[config.mk]
export PLATFORM = sky130hd
export DESIGN_NAME = pipe_hazard_ctrl_flat
export DESIGN_NICKNAME = d
export VERILOG_FILES = /design/src/rtl/pipe_hazard_ctrl_if.sv /design/src/rtl/pipe_hazard_ctrl.sv /design/src/flat_wrapper.sv
export SDC_FILE = /design/constraint.sdc
export NUM_CORES = 1
export LEC_CHECK = 0
export ABC_AREA = 1
export CAP_MARGIN = 20
export CORE_MARGIN = 5
export CORE_UTILIZATION = 40
export DETAILED_ROUTE_END_ITERATION = 8
export GPL_TIMING_DRIVEN = 0
export PLACE_DENSITY = 0.88
export REMOVE_ABC_BUFFERS = 1
export SLEW_MARGIN = 10
export SYNTH_ARGS = -nofsm -noshare
export SYNTH_HDL_FRONTEND = slang
export SYNTH_SLANG_ARGS = --single-unit
[constraint.sdc]
create_clock -name clk -period 3.4 [get_ports clk]
set_clock_uncertainty 0.2 [all_clocks]
set_input_delay 0.34 -clock clk [delete_from_list [all_inputs] [get_ports clk]]
set_output_delay 0.34 -clock clk [all_outputs]
set_load 0.02 [all_outputs]
[src/rtl/pipe_hazard_ctrl_if.sv]
// Hazard-control bundle between the pipeline datapath (master) and the
// hazard controller (slave): ID/EX/MEM hazard sources in, stage holds/clears out.
interface pipe_hazard_ctrl_if;
  logic [4:0] id_rs;
  logic [4:0] id_rt;
  logic       id_use_rs;
  logic       id_use_rt;
  logic       id_md;
  logic       id_mfhilo;
  logic       ex_memread;
  logic [4:0] ex_rt;
  logic       ex_md_start;
  logic       ex_md_div;
  logic       ex_br_taken;
  logic       mem_wait;
  logic       pc_hold;
  logic       ifid_hold;
  logic       ifid_clear;
  logic       idex_hold;
  logic       idex_clear;
  logic       exmem_hold;
  logic       exmem_clear;
  logic       memwb_hold;
  logic       memwb_clear;
  logic       md_busy;
  logic       md_done;

  modport slave (
    input  id_rs, id_rt, id_use_rs, id_use_rt, id_md, id_mfhilo,
           ex_memread, ex_rt, ex_md_start, ex_md_div, ex_br_taken, mem_wait,
    output pc_hold, ifid_hold, ifid_clear, idex_hold, idex_clear,
           exmem_hold, exmem_clear, memwb_hold, memwb_clear, md_busy, md_done
  );

  modport master (
    output id_rs, id_rt, id_use_rs, id_use_rt, id_md, id_mfhilo,
           ex_memread, ex_rt, ex_md_start, ex_md_div, ex_br_taken, mem_wait,
    input  pc_hold, ifid_hold, ifid_clear, idex_hold, idex_clear,
           exmem_hold, exmem_clear, memwb_hold, memwb_clear, md_busy, md_done
  );
endinterface

[src/rtl/pipe_hazard_ctrl.sv]
// Pipeline hazard controller: load-use and mult/div occupancy stalls, branch
// flush and memory-wait freeze, plus the mult/div busy tracker.
module pipe_hazard_ctrl #(
  parameter int unsigned MUL_CYCLES = 4,
  parameter int unsigned DIV_CYCLES = 32
) (
  input  logic               clk,
  input  logic               rst_n,
  pipe_hazard_ctrl_if.slave  hz
);

  typedef enum logic {RUN, MD_BUSY} state_t;

  localparam logic [5:0] MUL_LOAD = 6'(MUL_CYCLES - 1);
  localparam logic [5:0] DIV_LOAD = 6'(DIV_CYCLES - 1);

  state_t     state, state_nx;
  logic [5:0] cnt, cnt_nx;
  logic       busy, done;
  logic       load_use, md_stall;

  logic pc_hold, ifid_hold, ifid_clear, idex_hold, idex_clear;
  logic exmem_hold, memwb_hold;

  always_ff @(posedge clk or negedge rst_n) begin
    if (!rst_n) begin
      state <= RUN;
      cnt   <= '0;
    end else begin
      state <= state_nx;
      cnt   <= cnt_nx;
    end
  end

  // Occupancy counter runs free of every stall/flush input; a start seen
  // while busy is dropped.
  always_comb begin
    state_nx = state;
    cnt_nx   = cnt;
    case (state)
      RUN: begin
        if (hz.ex_md_start) begin
          cnt_nx   = hz.ex_md_div ? DIV_LOAD : MUL_LOAD;
          state_nx = MD_BUSY;
        end
      end
      MD_BUSY: begin
        if (cnt == '0) begin
          state_nx = RUN;
        end else begin
          cnt_nx = cnt - 6'd1;
        end
      end
      default: state_nx = RUN;
    endcase
  end

  assign busy = (state == MD_BUSY);
  assign done = busy && (cnt == '0);

  assign load_use = hz.ex_memread && (hz.ex_rt != '0) &&
                    ((hz.id_use_rs && (hz.id_rs == hz.ex_rt)) ||
                     (hz.id_use_rt && (hz.id_rt == hz.ex_rt)));

  assign md_stall = busy && !done && (hz.id_md || hz.id_mfhilo);

  always_comb begin
    pc_hold    = 1'b0;
    ifid_hold  = 1'b0;
    ifid_clear = 1'b0;
    idex_hold  = 1'b0;
    idex_clear = 1'b0;
    exmem_hold = 1'b0;
    memwb_hold = 1'b0;
    if (hz.mem_wait) begin
      pc_hold    = 1'b1;
      ifid_hold  = 1'b1;
      idex_hold  = 1'b1;
      exmem_hold = 1'b1;
      memwb_hold = 1'b1;
    end else if (hz.ex_br_taken) begin
      ifid_clear = 1'b1;
      idex_clear = 1'b1;
    end else if (load_use || md_stall) begin
      pc_hold    = 1'b1;
      ifid_hold  = 1'b1;
      idex_clear = 1'b1;
    end
  end

  assign hz.pc_hold     = pc_hold;
  assign hz.ifid_hold   = ifid_hold;
  assign hz.ifid_clear  = ifid_clear;
  assign hz.idex_hold   = idex_hold;
  assign hz.idex_clear  = idex_clear;
  assign hz.exmem_hold  = exmem_hold;
  assign hz.exmem_clear = 1'b0;
  assign hz.memwb_hold  = memwb_hold;
  assign hz.memwb_clear = 1'b0;
  assign hz.md_busy     = busy;
  assign hz.md_done     = done;

endmodule

[src/flat_wrapper.sv]
// flat-port wrapper written by rule: the top's interface ports become plain ports
module pipe_hazard_ctrl_flat 
#(
  parameter int unsigned MUL_CYCLES = 4,
  parameter int unsigned DIV_CYCLES = 32
)
  (clk, rst_n, hz_id_rs, hz_id_rt, hz_id_use_rs, hz_id_use_rt, hz_id_md, hz_id_mfhilo, hz_ex_memread, hz_ex_rt, hz_ex_md_start, hz_ex_md_div, hz_ex_br_taken, hz_mem_wait, hz_pc_hold, hz_ifid_hold, hz_ifid_clear, hz_idex_hold, hz_idex_clear, hz_exmem_hold, hz_exmem_clear, hz_memwb_hold, hz_memwb_clear, hz_md_busy, hz_md_done);
  pipe_hazard_ctrl_if hz_i ();
  input  logic clk;
  input  logic rst_n;
  input wire logic [$bits(hz_i.id_rs)-1:0] hz_id_rs;
  input wire logic [$bits(hz_i.id_rt)-1:0] hz_id_rt;
  input wire logic [$bits(hz_i.id_use_rs)-1:0] hz_id_use_rs;
  input wire logic [$bits(hz_i.id_use_rt)-1:0] hz_id_use_rt;
  input wire logic [$bits(hz_i.id_md)-1:0] hz_id_md;
  input wire logic [$bits(hz_i.id_mfhilo)-1:0] hz_id_mfhilo;
  input wire logic [$bits(hz_i.ex_memread)-1:0] hz_ex_memread;
  input wire logic [$bits(hz_i.ex_rt)-1:0] hz_ex_rt;
  input wire logic [$bits(hz_i.ex_md_start)-1:0] hz_ex_md_start;
  input wire logic [$bits(hz_i.ex_md_div)-1:0] hz_ex_md_div;
  input wire logic [$bits(hz_i.ex_br_taken)-1:0] hz_ex_br_taken;
  input wire logic [$bits(hz_i.mem_wait)-1:0] hz_mem_wait;
  output wire logic [$bits(hz_i.pc_hold)-1:0] hz_pc_hold;
  output wire logic [$bits(hz_i.ifid_hold)-1:0] hz_ifid_hold;
  output wire logic [$bits(hz_i.ifid_clear)-1:0] hz_ifid_clear;
  output wire logic [$bits(hz_i.idex_hold)-1:0] hz_idex_hold;
  output wire logic [$bits(hz_i.idex_clear)-1:0] hz_idex_clear;
  output wire logic [$bits(hz_i.exmem_hold)-1:0] hz_exmem_hold;
  output wire logic [$bits(hz_i.exmem_clear)-1:0] hz_exmem_clear;
  output wire logic [$bits(hz_i.memwb_hold)-1:0] hz_memwb_hold;
  output wire logic [$bits(hz_i.memwb_clear)-1:0] hz_memwb_clear;
  output wire logic [$bits(hz_i.md_busy)-1:0] hz_md_busy;
  output wire logic [$bits(hz_i.md_done)-1:0] hz_md_done;
  assign hz_i.id_rs = hz_id_rs;
  assign hz_i.id_rt = hz_id_rt;
  assign hz_i.id_use_rs = hz_id_use_rs;
  assign hz_i.id_use_rt = hz_id_use_rt;
  assign hz_i.id_md = hz_id_md;
  assign hz_i.id_mfhilo = hz_id_mfhilo;
  assign hz_i.ex_memread = hz_ex_memread;
  assign hz_i.ex_rt = hz_ex_rt;
  assign hz_i.ex_md_start = hz_ex_md_start;
  assign hz_i.ex_md_div = hz_ex_md_div;
  assign hz_i.ex_br_taken = hz_ex_br_taken;
  assign hz_i.mem_wait = hz_mem_wait;
  assign hz_pc_hold = hz_i.pc_hold;
  assign hz_ifid_hold = hz_i.ifid_hold;
  assign hz_ifid_clear = hz_i.ifid_clear;
  assign hz_idex_hold = hz_i.idex_hold;
  assign hz_idex_clear = hz_i.idex_clear;
  assign hz_exmem_hold = hz_i.exmem_hold;
  assign hz_exmem_clear = hz_i.exmem_clear;
  assign hz_memwb_hold = hz_i.memwb_hold;
  assign hz_memwb_clear = hz_i.memwb_clear;
  assign hz_md_busy = hz_i.md_busy;
  assign hz_md_done = hz_i.md_done;
  pipe_hazard_ctrl #(.MUL_CYCLES(MUL_CYCLES), .DIV_CYCLES(DIV_CYCLES)) u_core (.clk(clk), .rst_n(rst_n), .hz(hz_i));
endmodule
# --- Word-level counts from Yosys, hierarchy flattened ---
# Cells that the tools add are included.
# Widths: inputs -> output; s select.
word_totals:
  input_bits: 26
  register_bits: 7
  word_cells: 37
  output_inout_bits: 11
op_classes:
  mux: 15
  reduce_logical: 14
  n_eq_ne: 4
  bitwise: 1
  n_addsub: 1
op_table:
  columns: ["op", "count"]
  rows:
  - ["$mux 6", 2]
  - ["$pmux 6 s2", 1]
  - ["$eq 5x5->1", 2]
  - ["$mux 1", 10]
  - ["$logic_and 1x1->1", 7]
  - ["$logic_not 6->1", 1]
  - ["$sub 6x1->6 const B", 1]
  - ["$mux 5", 1]
  - ["$reduce_bool 5->1", 1]
  - ["$ne 2x2->1 const B", 2]
  - ["$logic_or 1x1->1", 3]
  - ["$pmux 1 s2", 1]
  - ["$reduce_and 2->1", 1]
  - ["$logic_not 1->1", 1]
  - ["$not 1->1", 1]

# --- Longest topological paths before layout ---
# Gate-level depths: netlist of the first run.
depth:
  word_depth: 9
  depth_mapped: 11
  mapped_depth_nobuf: 10

# --- Worst setup path after synthesis of the first run ---
# Ideal clock, no wire load.
synth_path:
  kind: "register -> output"
  from: "reg u_core.cnt[1]"
  to: "out hz_pc_hold"
  path_slack_ps: 1483
  t_required_ps: 2860
  n_path_buf: 1
  t_arrival_ps: 1377
  stages_incl_launch_ff: 11
  cell_sequence: "dfrtp_1 inv_1 ha_1 nand4_2 nand2_4 inv_2 o21ai_1 nand2_1 nand2_1 nand2_1 buf_4"
synth_via:
  elab_chain_len: 9
synth_rtl:
  columns: ["element", "line_no", "rtl"]
  rows:
  - ["start: declaration", "pipe_hazard_ctrl.sv:18", "logic [5:0] cnt, cnt_nx;"]
  - ["start signal: assignment", "pipe_hazard_ctrl.sv:31", "cnt <= cnt_nx;"]
  - ["$logic_not 6->1", "pipe_hazard_ctrl.sv:59", "assign done = busy && (cnt == '0);"]
  - ["$logic_and 1x1->1", "pipe_hazard_ctrl.sv:59", null]
  - ["$logic_not 1->1", "pipe_hazard_ctrl.sv:65", "assign md_stall = busy && !done && (hz.id_md || hz.id_mfhilo);"]
  - ["$logic_and 1x1->1 (2 in series)", "pipe_hazard_ctrl.sv:65", null]
  - ["$logic_or 1x1->1", "pipe_hazard_ctrl.sv:84", "end else if (load_use || md_stall) begin"]
  - ["$mux 1 (3 in series)", null, null]
  - ["end: declaration", "flat_wrapper.sv:23", "output wire logic [$bits(hz_i.pc_hold)-1:0] hz_pc_hold;"]
# No other way between the ends.

# --- Worst setup path after layout of the first run ---
layout_path:
  from: "in hz_ex_rt[1]"
  to: "out hz_pc_hold"
layout_via:
  elab_chain_len: 8
  elab_cells_between_ends: 12
  cone_classes: "2 x eq/ne; 3 x mux; 7 x reduce/logical"
layout_rtl:
  columns: ["element", "line_no", "rtl"]
  rows:
  - ["start: declaration", "flat_wrapper.sv:18", "input wire logic [$bits(hz_i.ex_rt)-1:0] hz_ex_rt;"]
  - ["$eq 5x5->1 (on tied branches)", "pipe_hazard_ctrl.sv:62, pipe_hazard_ctrl.sv:63", null]
  - ["$logic_and 1x1->1 (on tied branches)", "pipe_hazard_ctrl.sv:62, pipe_hazard_ctrl.sv:63", null]
  - ["$logic_or 1x1->1", "pipe_hazard_ctrl.sv:62", "((hz.id_use_rs && (hz.id_rs == hz.ex_rt)) ||"]
  - ["$logic_and 1x1->1 (*)", "pipe_hazard_ctrl.sv:61", "assign load_use = hz.ex_memread && (hz.ex_rt != '0) &&"]
  - ["$logic_or 1x1->1 (*)", "pipe_hazard_ctrl.sv:84", null]
  - ["$mux 1 (*)", "pipe_hazard_ctrl.sv:84", null]
  - ["$mux 1 (*)", "pipe_hazard_ctrl.sv:81", "end else if (hz.ex_br_taken) begin"]
  - ["$mux 1 (*)", "pipe_hazard_ctrl.sv:75", "if (hz.mem_wait) begin"]
# Mark *: on every way between the ends. The rest lies on a longest branch, timed or not.

==> metrics.txt, run 1 <==
status=finished clean; cts hold-fix bufs=0; Area contributors post-synth=dfrtp_1 23%, nand2_1 23%, inv_1 10%; Critical path buffers and inverters=3; Starting Density=around 43%; routability-driven placement congestion ratio=0.909; post-route setup TNS=0 ns; # nets final=190; CTS max path bufs=2; Crit path required time=about 2.9 ns; WL final=about 1800 um; final hold violations=0; worst vdd ir=between 0.1 and 0.15 mV; Max Fclk=roughly 0.37 GHz; clock root buffer=clkbuf_4; HPWL after detailed placement=between 1500 and 2000 um; Area Growth Syn to Fin=47.7%; H-tree depth=1; max layer used=met4; met3 routed WL=279 um; Synth Cell Area=approximately 750 um2; Met1 Wirelength=around 760 um; Critical-path top delay cell=clkdlybuf4s50_1; Seq cells post-synth=7; Congestion Overflow GR=0; Setup crit end kind=output pin; Post-synth top cells=46 x nand2_1, 20 x inv_1, 18 x nor2_1; mux share of post-synthesis cell area=0%; Setup CP Type=in2out; Synth cell types=21; synthesized-area fraction occupied by adder cells=~3.3%; DRT iter0 DRCs=15; detail-routed via count per cell=about 4.5; CTS tree=done; Cells after Synth=128; detailed-route via count=around 840; Leak Pwr=about 0.58 nW; PD cells=approximately 210 nW/um2; post-CTS sizing=0; Core Area=between 1500 and 2000 um2; top-count cell post-synth=nand2_1; largest net degree at the start of global routing=11; Syn Area/Cell=between 5 and 6 um2; share of cells above drive strength 1=between 10% and 20%; DR DRC count=0; Synth top area share=between 20% and 30%; worst skew pair latency=0.25 ns; critical path launch point type=primary input; sequential area share after synthesis=23.4%; clk sink count=7; vias in the first global route=846; Top FF cell, synth=dfrtp_1; largest family of logic cells by synthesized area=simple AND/OR/NAND/NOR gates; CTS buffer count=3; Ports=37; post-layout util=about 63%; port bufs=34; CP cell instances=clkdlybuf4s50_1, inv_2, nand2_1, nand2_1, nor2_1, nand3_1, nand2_1, nand2_1, nand2_1, nand2_1, nand2_1, clkdlybuf4s50_1; CP arrival=2.14 ns; class of the worst hold path=in2async; Antenna Violating Nets Remaining=0; initial antenna violation count=0; global-route wire length before repair=around 3000 um; Post-synth EDFFs=0; Die W=roughly 53 um; max incr delay on CP=0.61 ns; met2 wire length=778 um; Synth Area in Compound Gates=under 10%; final std cells w/o fill=186; All-Layer GR Usage=around 14%; Simple-Gate Fraction of Synth Area=roughly 46%; Worst-path clk slew=0.05 ns; Setup violations, final=0; Final min period=2.68 ns; Ys Warns=0; fin. max-slew vios=0; die height=approximately 53 um; Pre-Repair DR Iteration Count=6; Largest delay share family, worst path=buffers and inverters; row count=15; total chip power=about 0.00024 W; Diodes inserted=0; Wirelength per Cell=between 9 and 10 um; CP Max Fanout=4; Synth area leader=dfrtp_1; postcts setup bufs=0; fraction of registers with async set/reset=100%; Die Area=about 2800 um2; Worst path most repeated cell=nand2_1; Inst Count DP=~180; Final Cycle Share=about four fifths; Synth Area in XOR/XNOR=0%; Max Cap Violations=0; RSZ-0062 raised after global routing=no
==> worst reg2reg max path, delay by kind of cell, from the launching register on <==
kind / cells / cell delay [ns]
compound gates: 2 / 0.25
simple gates: 3 / 0.37
fa+ha+maj: 1 / 0.16
buf+inv: 2 / 0.13
flops: 1 / 0.39
==> final cells by class <==
| class | count | area (um2) |
|---|---|---|
| Fill cell | 163 | 641 |
| Multi-Input combinational cell | 90 | 434 |
| Timing Repair Buffer | 34 | 340 |
| Sequential cell | 7 | 175 |
| Inverter | 26 | 97.6 |
| Tap cell | 25 | 31.3 |
| Clock buffer | 4 | 26.3 |
==> layer usage <==
layer  up-vias  track usage (%)
li1        438                -
met1       351             15.3
met2        46             24.1
met3         4             5.92
met4         0             5.11
met5         -                0
==> state kept, by name (all words and copies together) (netlist names) <==
name               cells
u_core.cnt             6
u_core.hz.md_busy      1
==> placed cells by master (no fill, tap or decap) <==
cell              n
nand2_1          46
nor2_4            1
nand4_2           1
a31oi_1           2
inv_1            20
o211ai_1          1
o21ai_0           3
clkdlybuf4s50_1  34
nand3_2           1
a21oi_2           1
nor3_1            1
dfrtp_1           7
ha_1              2
nor2_1           18
inv_2             6
clkbuf_4          3
nand3_1           3
conb_1            2
nand2_2           1
clkbuf_1          1
nand2_4           3
or2_4             1
o21ai_1           3
==> final timing paths <==
kind,startpoint,endpoint,slack (ns),depth (start not counted)
max in group asynchronous,rst_n,u_core.cnt[3],2.60,1
max,hz_ex_rt[1],hz_pc_hold,0.72,12
max reg2reg,u_core.cnt[1],u_core.cnt[4],1.83,8
min reg2reg,u_core.cnt[1],u_core.cnt[1],0.34,2
min in group clk,u_core.cnt[1],u_core.cnt[1],0.34,2
min,rst_n,u_core.cnt[5],0.15,1
==> logic make-up (layout without fill, tap and decap cells) <==
logic type,after synthesis,after routing
adders and majority gates,2,2
DFF,7,7
and+or+nand+nor,76,76
other,1,2
buffers and inverters,32,64
AOI/OAI and AO/OA,10,10
==> report_power, final <==
group	switching (W)	internal (W)	leakage [nW]
Sequential	0	0.0000834	0.0781
Combinational	0.0000338	0.0000420	0.491
Clock	0.0000324	0.0000449	0.0150
Total	0.0000662	0.000170	0.585
==> per-stage QoR <==
| stage | worst slack, ns | instance area (um2) | hold slack, ns |
|---|---|---|---|
| global route | 0.586 | 1100 | 0.193 |
| finish | 0.720 | 1100 | 0.153 |
| detailed placement | 0.732 | 1080 | 0.328 |
| floorplan | 1.60 | 707 | -0.156 |
| CTS | 0.722 | 1100 | 0.168 |
| global placement | 0.758 | 1080 | 0.322 |
No activity file was read; power rests on OpenSTA's default activity.
==> inputs of run 2 (changes only) <==
Settings changed: CORE_UTILIZATION 40 to 39, PLACE_DENSITY 0.88 to 0.86.
Clock period 3.4 ns to 2.6 ns, I/O delays scaled along.
==> run 2 against run 1 <==
  * Die area rose by 2.1%
  * Combinational power rose by 29%
  * Wire length fell by 3.9%
  * Via count rose by 0.60%
  * Critical path depth fell by 7
  * Sequential power rose by 31%
  * Power rose by 29%
  * Largest power group unchanged
  * Highest routed layer unchanged
==> metrics.txt, run 2 (synthesis gave the netlist of run 1 again) <==
post-route setup TNS=0 ns; Setup CP Type=reg2out; H-tree depth=1; postcts setup bufs=0; vias in the first global route=between 800 and 900; port bufs=34; clk sink count=7; die height=53.8 um; Setup crit end kind=output pin; most frequent cells in the layout=46 x nand2_1, 31 x clkdlybuf4s50_1, 20 x inv_1; Antenna Violating Nets Remaining=0; Wirelength per Cell=approximately 9.5 um; Final Cycle Share=a little over four fifths; clock root buffer=clkbuf_4; CTS max path bufs=2; Die W=approximately 54 um; routability-driven placement congestion ratio=about 0.89; Register-to-Register Path Depth=8; All-Layer GR Usage=between 10 and 15%; class of the worst hold path=in2async; Core Area=around 1800 um2; worst vdd ir=between 0.15 and 0.2 mV; post-CTS sizing=0; # nets final=between 150 and 200; DR DRC count=0; Congestion Overflow GR=0; Critical path origin=u_core.cnt[1]; CTS buffer count=3; critical path launch point type=flop; worst skew pair latency=about 0.25 ns; CP Max Fanout=3; CTS tree=done; final hold violations=0; worst setup margin=around 0.40 ns; cts hold-fix bufs=0; status=finished clean; final std cells w/o fill=roughly 190; Starting Density=between 40% and 50%; RR Startpoint=u_core.cnt[1]; share of cells above drive strength 1=11.2%; Max Fclk=approximately 0.45 GHz; CP arrival=1.74 ns; Diodes inserted=0; Final min period=approximately 2.2 ns; DRT iter0 DRCs=3; Worst-path clk slew=approximately 0.050 ns; detailed-route via count=844; Pre-Repair DR Iteration Count=4; PD cells=between 200 and 300 nW/um2; reg2reg setup slack=around 1 ns; total chip power=~0.00031 W; Ports=37; Max Cap Violations=0; max FFs per register=6; worst flop-to-flop path endpoint=u_core.cnt[4]; Inst Count DP=approximately 180; Setup violations, final=0; Leak Pwr=between 0.6 and 0.7 nW; WL final=1760 um; row count=15; most common cell after layout, fill and taps aside=nand2_1; largest net degree at the start of global routing=11; initial antenna violation count=0; Crit path required time=around 2.1 ns; global-route wire length before repair=3040 um; fin. max-slew vios=0; Largest Register=u_core.cnt; RSZ-0062 raised after global routing=no; detail-routed via count per cell=4.54; Area Growth Syn to Fin=48.7%; HPWL after detailed placement=1560 um; Die Area=just under 3000 um2; Setup WS pre-CTS=slightly above 0.08 ns
## run 2: worst max-delay path by stage
stage	depth (start not counted)	to
after detailed placement	12	hz_pc_hold
after floorplan	9	hz_ifid_hold
after CTS	12	hz_pc_hold
final	5	hz_md_done
after global routing	12	hz_pc_hold
after global placement	12	hz_ifid_hold
## run 2: cell type report
| class | count | area (um2) |
|---|---|---|
| clock buffers | 4 | 26.3 |
| multi-input cells | 90 | 434 |
| fillers | 165 | 671 |
| flip-flops and latches | 7 | 175 |
| repair buffers | 34 | 348 |
| inverters | 26 | 97.6 |
| well taps | 25 | 31.3 |
## run 2: power by group
group | internal [W] | leakage [nW] | switching (W)
logic | 0.0000542 | 0.511 | 0.0000435
registers | 0.000109 | 0.0781 | 0
clock network | 0.0000586 | 0.0150 | 0.0000403
total | 0.000222 | 0.604 | 0.0000838
## run 2: worst max-delay path, cell delays in order (launching register included)
cell             delay [ns]
dfrtp_1                0.39
inv_1                  0.08
ha_1                   0.16
nand4_2                0.14
nor2_1                 0.11
clkdlybuf4s50_1        0.61
## run 2: per-stage QoR
step	util [%]	hold slack (ns)	instance area, um2
global placement	60.5	0.321	1080
CTS	62.0	0.0799	1100
finish	62.4	0.0727	1110
global route	62.4	0.103	1110
floorplan	-	-0.236	707
detailed placement	60.5	0.343	1080
## run 2: per-layer routing
layer,vias to the layer above,track usage [%],part of all wire (%)
li1,439,-,-
met1,362,15.4,41
met2,40,23.4,43
met3,3,5.54,15
met4,0,6.38,1.4
met5,-,0,0
==> inputs of run 3 (changes only) <==
Clock period 2.6 ns to 2.1 ns, I/O delays scaled along.
==> run 3 against run 2 <==
  * Register-to-register slack worse by 0.60 ns
  * Critical path depth is 1 higher
  * Wire length is 5.5% higher
  * Final area is 2.2% higher
  * Hold slack worse by 0.050 ns
  * Combinational power is 20% higher
  * Non-clock buffer count is 3 higher
  * Cell count is 1.6% higher
  * Sequential power is 24% higher
  * Die area stayed put
  * Power is 23% higher
  * Largest cell class unchanged
==> metrics.txt, run 3 (synthesis gave the netlist of run 1 again) <==
Largest delay share family, worst path=buffers and inverters; detailed-route via count=around 850; initial antenna violation count=0; Critical-path top delay cell=dfrtp_1; Largest Register=u_core.cnt; cts hold-fix bufs=0; CP cell instances=inv_1, ha_2, nand4_4, buf_4, nor2_1, dlygate4sd2_1; die height=around 54 um; detail-routed via count per cell=4.48; most frequent cells in the layout=46 x nand2_1, 26 x clkdlybuf4s50_1, 20 x inv_1; Pre-Repair DR Iteration Count=2; Final Cycle Share=about 95%; total chip power=approximately 0.00037 W; H-tree depth=1; Worst-path clk slew=approximately 0.05 ns; Die Area=between 2000 and 3000 um2; Diodes inserted=0; Setup violations, final=0; Register-to-Register Path Depth=10; Congestion Overflow GR=0; DR DRC count=0; Max Fclk=roughly 0.5 GHz; largest net degree at the start of global routing=11; Final min period=roughly 2 ns; CP arrival=~1.6 ns; class of the worst hold path=in2async; Wirelength per Cell=~9.8 um; routability-driven placement congestion ratio=around 0.89; global-route wire length before repair=between 3000 and 4000 um; Setup CP Type=reg2out; WL final=roughly 1900 um; DRT iter0 DRCs=1; worst vdd ir=about 0.19 mV; Leak Pwr=between 0.6 and 0.7 nW; worst flop-to-flop path endpoint=u_core.cnt[5]; status=finished clean; CTS tree=done; critical path launch point type=flop; Critical path buffers and inverters=3; CTS max path bufs=2; Core Area=between 1500 and 2000 um2; row count=15; Starting Density=a little over two fifths; max FFs per register=6; final hold violations=0; Area Growth Syn to Fin=52.0%; worst skew pair latency=between 0.2 and 0.3 ns; All-Layer GR Usage=about 14%; fin. max-slew vios=0; Ports=37; CP Max Fanout=3; clock root buffer=clkbuf_4; Die W=53.8 um; Setup crit end kind=output pin; HPWL after detailed placement=about 1600 um; reg2reg setup slack=roughly 0.43 ns; most common cell after layout, fill and taps aside=nand2_1; # nets final=193; share of cells above drive strength 1=about 16%; RR Startpoint=u_core.cnt[1]; clk sink count=7; Antenna Violating Nets Remaining=0; max incr delay on CP=approximately 0.4 ns; Crit path required time=1.69 ns; CTS buffer count=3; Max Cap Violations=0; PD cells=around 330 nW/um2; vias in the first global route=between 800 and 900; post-route setup TNS=0 ns; port bufs=34
run 3: cell types whose count changed in the layout (fill, tap and decap cells not counted), sizes merged:
cell / delta
dlygate4sd2: +1
buf: +6
clkdlybuf4s50: -5
dlymetal6s2s: +1
run 3: timing repair:
| action | in CTS | in global routing |
|---|---|---|
| buffers inserted | 1 | 2 |
| gates resized for setup | 10 | 11 |
| pin swaps | 1 | 3 |
| endpoints found under the setup margin | 4 | 3 |
run 3: worst max path at each step:
stage	start	end	slack, ns	cells past startpoint
6_report	u_core.cnt[1]	hz_md_done	0.1	6
5_1_grt	u_core.cnt[1]	hz_pc_hold	-0.01	10
3_5_place_dp	hz_ex_rt[3]	hz_pc_hold	-0.32	12
4_1_cts	u_core.cnt[1]	hz_pc_hold	0.007	10
2_1_floorplan	u_core.cnt[1]	hz_ifid_hold	0.43	9
3_3_place_gp	hz_ex_rt[1]	hz_ifid_hold	-0.30	12
run 3: power breakdown:
part / leakage (nW) / internal (W) / switching, W
Sequential: 0.0781 / 0.000135 / 0
Clock: 0.0150 / 0.0000725 / 0.0000498
Combinational: 0.546 / 0.0000636 / 0.0000539
run 3: area by class of cell:
type                       instances  area, um2
clock buffer                       4       26.3
inverter                          26       97.6
tap                               25       31.3
multi-input combinational         90        448
timing repair buffer              37        359
fill                             166        646
sequential                         7        175
run 3: metrics by stage:
stage | hold slack, ns | util [%] | std cells | cell area, um2 | worst slack (ns)
CTS | 0.0299 | 62.5 | 187 | 1110 | 0.00670
global route | 0.0528 | 63.8 | 189 | 1140 | -0.0138
floorplan | -0.286 | - | 123 | 707 | 0.429
global placement | 0.292 | 60.5 | 182 | 1080 | -0.298
finish | 0.0229 | 63.8 | 189 | 1140 | 0.0994
detailed placement | 0.298 | 60.5 | 182 | 1080 | -0.318
run 3: metal layers:
layer	GRT usage, %	routed length [um]
met3	5.82	255
met2	24.4	828
met1	15.4	749
met5	0	0
met4	6.38	25
